[src/rtl/odd_parity_serial_rx_pkg.sv]
// Shared definitions for the odd-parity serial link: receiver state encodings
// and the parity-bit helper also used on the transmit side.
package odd_parity_serial_rx_pkg;

    localparam logic [2:0] ST_IDLE   = 3'd0;
    localparam logic [2:0] ST_DATA   = 3'd1;
    localparam logic [2:0] ST_PARITY = 3'd2;
    localparam logic [2:0] ST_STOP   = 3'd3;
    localparam logic [2:0] ST_BREAK  = 3'd4;

    typedef enum logic [2:0] {
        S_IDLE   = ST_IDLE,
        S_DATA   = ST_DATA,
        S_PARITY = ST_PARITY,
        S_STOP   = ST_STOP,
        S_BREAK  = ST_BREAK
    } rx_state_t;

    localparam int PAR_MAX_W = 64;

    // Parity bit that makes the total count of ones odd; zero-extension of
    // narrower words does not change the result.
    function automatic logic odd_parity_bit(input logic [PAR_MAX_W-1:0] v);
        return ~(^v);
    endfunction

endpackage

[src/rtl/odd_parity_serial_rx_calc.sv]
// Combinational ones-count parity: o_odd is 1 when i_vec holds an odd number of ones.
module odd_parity_calc #(
    parameter int W = 5
) (
    input  logic [W-1:0] i_vec,
    output logic         o_odd
);

    assign o_odd = ^i_vec;

endmodule

[src/rtl/odd_parity_serial_rx.sv]
// Odd-parity serial receiver: deserialises start/data/parity/stop frames sampled
// on bit_en strobes and reports word, parity/framing status and an error count.
//
//   state  | meaning
//   IDLE   | line idle, waiting for a start bit (rx=0 on bit_en)
//   DATA   | sampling DATA_W data bits, LSB first
//   PARITY | sampling the parity bit
//   STOP   | sampling the stop bit; frame finishes here
//   BREAK  | stop bit was 0; waiting for the line to return high
module odd_parity_serial_rx
    import odd_parity_serial_rx_pkg::*;
#(
    parameter int DATA_W    = 4,
    parameter int ERR_CNT_W = 8
) (
    input  logic                 clk,
    input  logic                 rst,
    input  logic                 bit_en,
    input  logic                 rx,
    input  logic                 clr_cnt,
    output logic [DATA_W-1:0]    data_out,
    output logic                 valid,
    output logic                 parity_err,
    output logic                 frame_err,
    output logic                 busy,
    output logic [ERR_CNT_W-1:0] err_count
);

    localparam int CNT_W = $clog2(DATA_W + 1);
    localparam logic [CNT_W-1:0] LAST_BIT = CNT_W'(DATA_W - 1);

    rx_state_t            r_state;
    rx_state_t            w_state_nxt;
    logic [CNT_W-1:0]     r_bit_cnt;
    logic [DATA_W-1:0]    r_shreg;
    logic [DATA_W-1:0]    w_shreg_nxt;
    logic                 r_par;
    logic [DATA_W-1:0]    r_data_out;
    logic                 r_valid;
    logic                 r_parity_err;
    logic                 r_frame_err;
    logic [ERR_CNT_W-1:0] r_err_count;
    logic                 w_odd;
    logic                 w_finish;
    logic                 w_frame_bad;

    odd_parity_calc #(
        .W (DATA_W + 1)
    ) u_parity (
        .i_vec ({r_shreg, r_par}),
        .o_odd (w_odd)
    );

    always_comb begin
        w_state_nxt = r_state;
        if (bit_en) begin
            case (r_state)
                S_IDLE:   if (!rx) w_state_nxt = S_DATA;
                S_DATA:   if (r_bit_cnt == LAST_BIT) w_state_nxt = S_PARITY;
                S_PARITY: w_state_nxt = S_STOP;
                S_STOP:   w_state_nxt = rx ? S_IDLE : S_BREAK;
                S_BREAK:  if (rx) w_state_nxt = S_IDLE;
                default:  w_state_nxt = S_IDLE;
            endcase
        end
    end

    always_comb begin
        w_shreg_nxt = r_shreg;
        for (int i = 0; i < DATA_W; i++) begin
            if (i == int'(r_bit_cnt)) w_shreg_nxt[i] = rx;
        end
    end

    assign w_finish    = bit_en && (r_state == S_STOP);
    assign w_frame_bad = ~w_odd | ~rx;

    always_ff @(posedge clk) begin
        if (rst) r_state <= S_IDLE;
        else     r_state <= w_state_nxt;
    end

    always_ff @(posedge clk) begin
        if (rst) begin
            r_bit_cnt    <= '0;
            r_shreg      <= '0;
            r_par        <= 1'b0;
            r_data_out   <= '0;
            r_valid      <= 1'b0;
            r_parity_err <= 1'b0;
            r_frame_err  <= 1'b0;
        end else begin
            r_valid <= w_finish;
            if (bit_en) begin
                case (r_state)
                    S_IDLE: r_bit_cnt <= '0;
                    S_DATA: begin
                        r_shreg   <= w_shreg_nxt;
                        r_bit_cnt <= r_bit_cnt + CNT_W'(1);
                    end
                    S_PARITY: r_par <= rx;
                    default: ;
                endcase
            end
            if (w_finish) begin
                r_data_out   <= r_shreg;
                r_parity_err <= ~w_odd;
                r_frame_err  <= ~rx;
            end
        end
    end

    // Clear wins over a same-cycle increment.
    always_ff @(posedge clk) begin
        if (rst || clr_cnt) begin
            r_err_count <= '0;
        end else if (w_finish && w_frame_bad && (r_err_count != '1)) begin
            r_err_count <= r_err_count + ERR_CNT_W'(1);
        end
    end

    assign data_out   = r_data_out;
    assign valid      = r_valid;
    assign parity_err = r_parity_err;
    assign frame_err  = r_frame_err;
    assign busy       = (r_state != S_IDLE);
    assign err_count  = r_err_count;

endmodule

[config.mk]
export PLATFORM = sky130hd
export DESIGN_NAME = odd_parity_serial_rx
export DESIGN_NICKNAME = d
export VERILOG_FILES = /design/src/rtl/odd_parity_serial_rx_pkg.sv /design/src/rtl/odd_parity_serial_rx_calc.sv /design/src/rtl/odd_parity_serial_rx.sv
export SDC_FILE = /design/constraint.sdc
export NUM_CORES = 1
export LEC_CHECK = 0
export ABC_AREA = 1
export BUFFER_PORTS_ARGS = -buffer_cell sky130_fd_sc_hd__buf_2
export CAP_MARGIN = 20
export CORE_ASPECT_RATIO = 0.75
export CORE_MARGIN = 5
export CORE_UTILIZATION = 40
export DETAILED_ROUTE_END_ITERATION = 16
export RECOVER_POWER = 50
export SLEW_MARGIN = 20
export SYNTH_ARGS = -nofsm -noshare
export SYNTH_HDL_FRONTEND = slang
export SYNTH_SLANG_ARGS = --single-unit
[constraint.sdc]
create_clock -name clk -period 2.35 [get_ports clk]
set_input_delay 0.47 -clock clk [delete_from_list [all_inputs] [get_ports clk]]
set_output_delay 0.47 -clock clk [all_outputs]
set_load 0.02 [all_outputs]
Word level (Yosys, flattened, before mapping)
Index checks and enable logic that the tools add are counted.
W data, S select, Z words.
{"block": "word_totals", "reg_bits": 26, "output_inout_bits": 16, "wordCells": 51}
{"block": "classes", "addsub": 2, "eq_ne": 12, "n_mux": 6, "bitwise_logic": 3, "n_reduce_logical": 16}
{"op": "$pmux W3 S5", "n": 1}
{"op": "$mux W3", "n": 4}
{"op": "$reduce_and A3 Y1", "n": 4}
{"op": "$eq A3 B2 Y1 const B", "n": 3}
{"op": "$add A8 B1 Y8 const B", "n": 1}
{"op": "$ne A8 B8 Y1 const B", "n": 1}
{"op": "$eq A3 B3 Y1 const A", "n": 2}
{"op": "$logic_not A3 Y1", "n": 2}
{"op": "$ne A2 B2 Y1 const B", "n": 3}
{"op": "$pmux W3 S2", "n": 1}
{"op": "$reduce_xor A5 Y1", "n": 1}
{"op": "$reduce_and A2 Y1", "n": 2}
{"op": "$reduce_and A4 Y1", "n": 1}
{"op": "$add A3 B1 Y3 const B", "n": 1}
{"op": "$eq A2 B3 Y1 const A", "n": 1}
{"op": "$eq A3 B1 Y1 const B", "n": 1}
{"op": "$eq A3 B3 Y1 const B", "n": 1}
{"op": "$logic_and A1 B1 Y1", "n": 3}
{"op": "$reduce_bool A3 Y1", "n": 1}
{"op": "$not A1 Y1", "n": 2}
{"op": "$reduce_bool A2 Y1", "n": 1}
{"op": "$logic_or A1 B1 Y1", "n": 1}
{"op": "$or A1 B1 Y1", "n": 1}

Logic depth before layout (Yosys ltp)
{"block": "depth", "ltp_word": 5, "ltp_mapped": 11, "depth_no_buf": 11}

By module
A second synthesis with hierarchy kept.
{"block": "unflattened", "hier_cells": 207, "area_unflattened_um2": 1383.8}
{"mod": "odd_parity_serial_rx", "instances": 1, "cells_per_inst": 193, "area_per_inst_um2": 1318.8}
{"mod": "odd_parity_calc", "instances": 1, "cells_per_inst": 14, "area_per_inst_um2": 65.1}

Least setup slack after synthesis
No wires, ideal clock.
{"block": "synth_path", "path_type": "reg2reg", "start": "register r_err_count[0], in the netlist err_count[0]", "end": "register r_err_count[7], in the netlist err_count[7]", "arrival_time_ps": 1390, "required_ps": 2237, "setup_slack_ps": 847, "path_stages_with_launch": 11, "synth_period_minus_slack_ps": 1503, "path_cell_list": "dfxtp_1 > ha_1 > inv_1 > nor3_2 > nand2_1 > nand2_1 > nor2_1 > nand2_1 > nand2_1 > nand2_1 > nor2_1"}
{"block": "synth_via", "elab_chain_cells": 2}
{"element": "from (decl)", "line_no": "odd_parity_serial_rx.sv:42", "rtl": "logic [ERR_CNT_W-1:0] r_err_count;"}
{"element": "from (signal assigned)", "line_no": "odd_parity_serial_rx.sv:118", "rtl": "r_err_count <= r_err_count + ERR_CNT_W'(1);"}
{"element": "parallel branches: the longest is 2 deep, another holds $add A8 B1 Y8"}
Parallel ways; which one is timed is not known.
A chain may end at the register's enable or synchronous reset.

Worst setup path in the final report
{"block": "layout_path", "start": "register r_state[0]", "end": "register r_err_count[2], in the netlist err_count[2]"}
{"block": "layout_via", "elab_chain_cells": 4}
{"element": "from (decl)", "line_no": "odd_parity_serial_rx.sv:32", "rtl": "rx_state_t r_state;"}
{"element": "from (signal assigned)", "line_no": "odd_parity_serial_rx.sv:80", "rtl": "else r_state <= w_state_nxt;"}
{"element": "$eq A3 B2 Y1", "line_no": "odd_parity_serial_rx.sv:75", "rtl": "assign w_finish = bit_en && (r_state == S_STOP);"}
{"element": "$logic_and A1 B1 Y1", "line_no": "odd_parity_serial_rx.sv:75"}
{"element": "$logic_and A1 B1 Y1 (2 in series)", "line_no": "odd_parity_serial_rx.sv:117", "rtl": "end else if (w_finish && w_frame_bad && (r_err_count != '1)) begin"}
Every way passes these cells.

==> results.json <==
{
  "cts-htree-levels": 1,
  "synth_nets": 196,
  "dp_hpwl_mm": 1.993,
  "root_buffer": "clkbuf_8",
  "maxSlewHeadroom_pct": 61.55,
  "cts_buffers": 3,
  "timing.rr.end": "err_count[2]$_SDFFE_PP0P_",
  "status": "finished, final reports clean",
  "final_common_cell": "nand2_1",
  "path_depth": 10,
  "total_power_uw": 795.8,
  "clk_latency_ns": 0.26,
  "finalCritPeriodShare_pct": 76.73,
  "core_mm2": 0.003243,
  "synthToLayoutAreaGrowth_pct": 9.747,
  "ir_drop_uv": 225.5,
  "tightest_slew_ns": 0.5747,
  "crit_family": "simple AND/OR/NAND/NOR gates",
  "antenna_found_initial": 0,
  "wl_per_cell_um": 10.60,
  "ys_warn_count": 0,
  "drt.antenna.violating_nets": 0,
  "critPathLaunch": "r_state[0]$_SDFFE_PP0P_",
  "critPathMaxFanout": 14,
  "synth_top_area_cell": "dfxtp_1",
  "cts_tree": "yes",
  "place.gp.congestion": 0.8089,
  "hold_path_class": "flop to flop",
  "criticalPathCategory": "flop to flop",
  "synth-seq-area-share_pct": 38.99,
  "insertedDiodeCount": 0,
  "cp_data_required_time_ns": 2.56,
  "maxCapViolCount": 0,
  "drtIter0Drc": 42,
  "viasPerCell": 4.743,
  "fin_nets": 218,
  "clk_path_buf_depth": 2,
  "hold_buffers": 0,
  "synthArstFlopShare_pct": 0,
  "clkTransAtPathRegs_ns": 0.09,
  "die_w_um": 76.71,
  "hold_viol_final": 0,
  "dp.cells": 242,
  "dr.pass1.iters": 4,
  "grt_pass1_wl_mm": 4.436,
  "r2r_cells": 10,
  "cts_setup_buffers": 0,
  "synth_top_area_share_pct": 38.99,
  "synth_area_leaders": "dfxtp_1, nand2_1, nor2_1",
  "cts_resized": 0,
  "track_usage_pct": 11.93,
  "drive_above_1_share_pct": 10.24,
  "port_buffers": 20,
  "overflow": 0,
  "dieArea_mm2": 0.004605,
  "syn_area_per_cell_um2": 7.216,
  "max_stage_delay_ns": 0.45,
  "die_h_um": 60.03,
  "cts_num_sinks": 26,
  "power_density_mw_per_mm2": 543.2,
  "rsz0062_at_grt": "false",
  "worstPathArrival_ns": 2.01,
  "utilization_pct": 45.18,
  "ys_types": 27,
  "period_needed_ns": 1.803,
  "final_cell_mix": "nand2_1, nor2_1, dfxtp_1, inv_1",
  "timing.fmax_mhz": 554.5,
  "tns_ns": 0,
  "drc": 0,
  "grt_pass1_vias": 1034,
  "finalNonFillerCells": 245,
  "synth.cell_area_mm2": 0.001335,
  "cp-end-kind": "flop",
  "io-pin-count": 21,
  "synth_edf_count": 0,
  "worstReg2RegStart": "r_state[0]$_SDFFE_PP0P_",
  "ys_ff_latch": 26,
  "std_cell_rows": 18,
  "start_util_pct": 41.17,
  "skew_ns": 0.003572,
  "synthFlopType": "dfxtp_1",
  "critPathBufInv": 1,
  "dr_total_vias": 1162,
  "cpMaxStageDelayCell": "nor2_1",
  "crit_path_start_kind": "flop",
  "fin_hold_ws_ns": 0.4674,
  "setup_viol": 0,
  "rrSetupSlack_ns": 0.55,
  "drv_slew": 0,
  "crit_chain": "inv_2 -> nor2_1 -> nand2_2 -> nor2_1 -> nand2_2 -> nand2_4 -> nand2_1 -> nand2_1 -> nand2_1 -> nor2_1",
  "power_leakage_nw": 0.5791,
  "num-fill-cells": 335,
  "netlist_instances": 185,
  "grt_max_degree": 20,
  "crit_end": "err_count[2]$_SDFFE_PP0P_",
  "wl_mm": 2.596
}
## worst min path at each step
stage	startpoint	to	slack, ns	depth (start not counted)
2_1_floorplan	r_bit_cnt[2]$_SDFFE_PP0P_	r_bit_cnt[2]$_SDFFE_PP0P_	0.46	2
3_3_place_gp	data_out[3]$_SDFFE_PP0P_	data_out[3]$_SDFFE_PP0P_	0.45	2
3_5_place_dp	data_out[3]$_SDFFE_PP0P_	data_out[3]$_SDFFE_PP0P_	0.45	2
4_1_cts	data_out[3]$_SDFFE_PP0P_	data_out[3]$_SDFFE_PP0P_	0.47	2
5_1_grt	data_out[1]$_SDFFE_PP0P_	data_out[1]$_SDFFE_PP0P_	0.48	2
6_report	data_out[3]$_SDFFE_PP0P_	data_out[3]$_SDFFE_PP0P_	0.47	2
## logic make-up after synthesis
| group | share of synthesized area [%] |
|---|---|
| AND/OR/NAND/NOR | 34.40 |
| flip-flops | 38.99 |
| buffers and inverters | 7.685 |
| AO/OA/AOI/OAI | 12.00 |
| XOR/XNOR | 1.312 |
| adder cells (fa/ha/maj) | 5.623 |
## cell usage after synthesis, drive strengths merged (2+ instances only)
cell and n:
nand2 49, nor2 31, dfxtp 26, inv 20, a21oi 18, nand3 16, ha 6, a211oi 4
o21ai 3, clkbuf 2, nand4 2, nor3 2
## power by group
group,internal (mW),switching [mW]
registers,0.450,0.0108
clock network,0.115,0.130
logic,0.0285,0.0617
total,0.593,0.203
## worst register-to-register path: stages (launching register included)
cell     delay, ns
dfxtp_1       0.39
inv_2         0.08
nor2_1        0.13
nand2_2       0.05
nor2_1        0.45
nand2_2       0.17
nand2_4       0.20
nand2_1       0.09
nand2_1       0.06
nand2_1       0.04
nor2_1        0.09
## per-layer routing
metal	GRT usage [%]	wire, um
met1	15.55	1286
met2	18.26	1162
met3	4.669	129
met4	3.741	17
met5	0	0
## flip-flops by register name, indices dropped and copies added, names as in the netlist
| signal | flops |
|---|---|
| data_out | 4 |
| err_count | 8 |
| frame_err | 1 |
| parity_err | 1 |
| r_bit_cnt | 3 |
| r_par | 1 |
| r_shreg | 4 |
| r_state | 3 |
| valid | 1 |
## per-stage QoR
step	instance area (um2)	setup WS (ns)
after floorplan	1335	0.8469
after global placement	1458	0.8558
after detailed placement	1458	0.8058
after CTS	1499	0.7338
after global routing	1465	0.3366
final	1465	0.5467
## layout make-up
| cell class | count | area (um2) | area share (%) |
|---|---|---|---|
| well taps | 40 | 50.05 | 3.416 |
| inverters | 20 | 75.07 | 5.124 |
| multi-input cells | 136 | 693.2 | 47.31 |
| flip-flops and latches | 26 | 520.5 | 35.53 |
| repair buffers | 20 | 85.08 | 5.807 |
| clock buffers | 3 | 41.29 | 2.818 |
No activity file was read; power rests on OpenSTA's default activity.
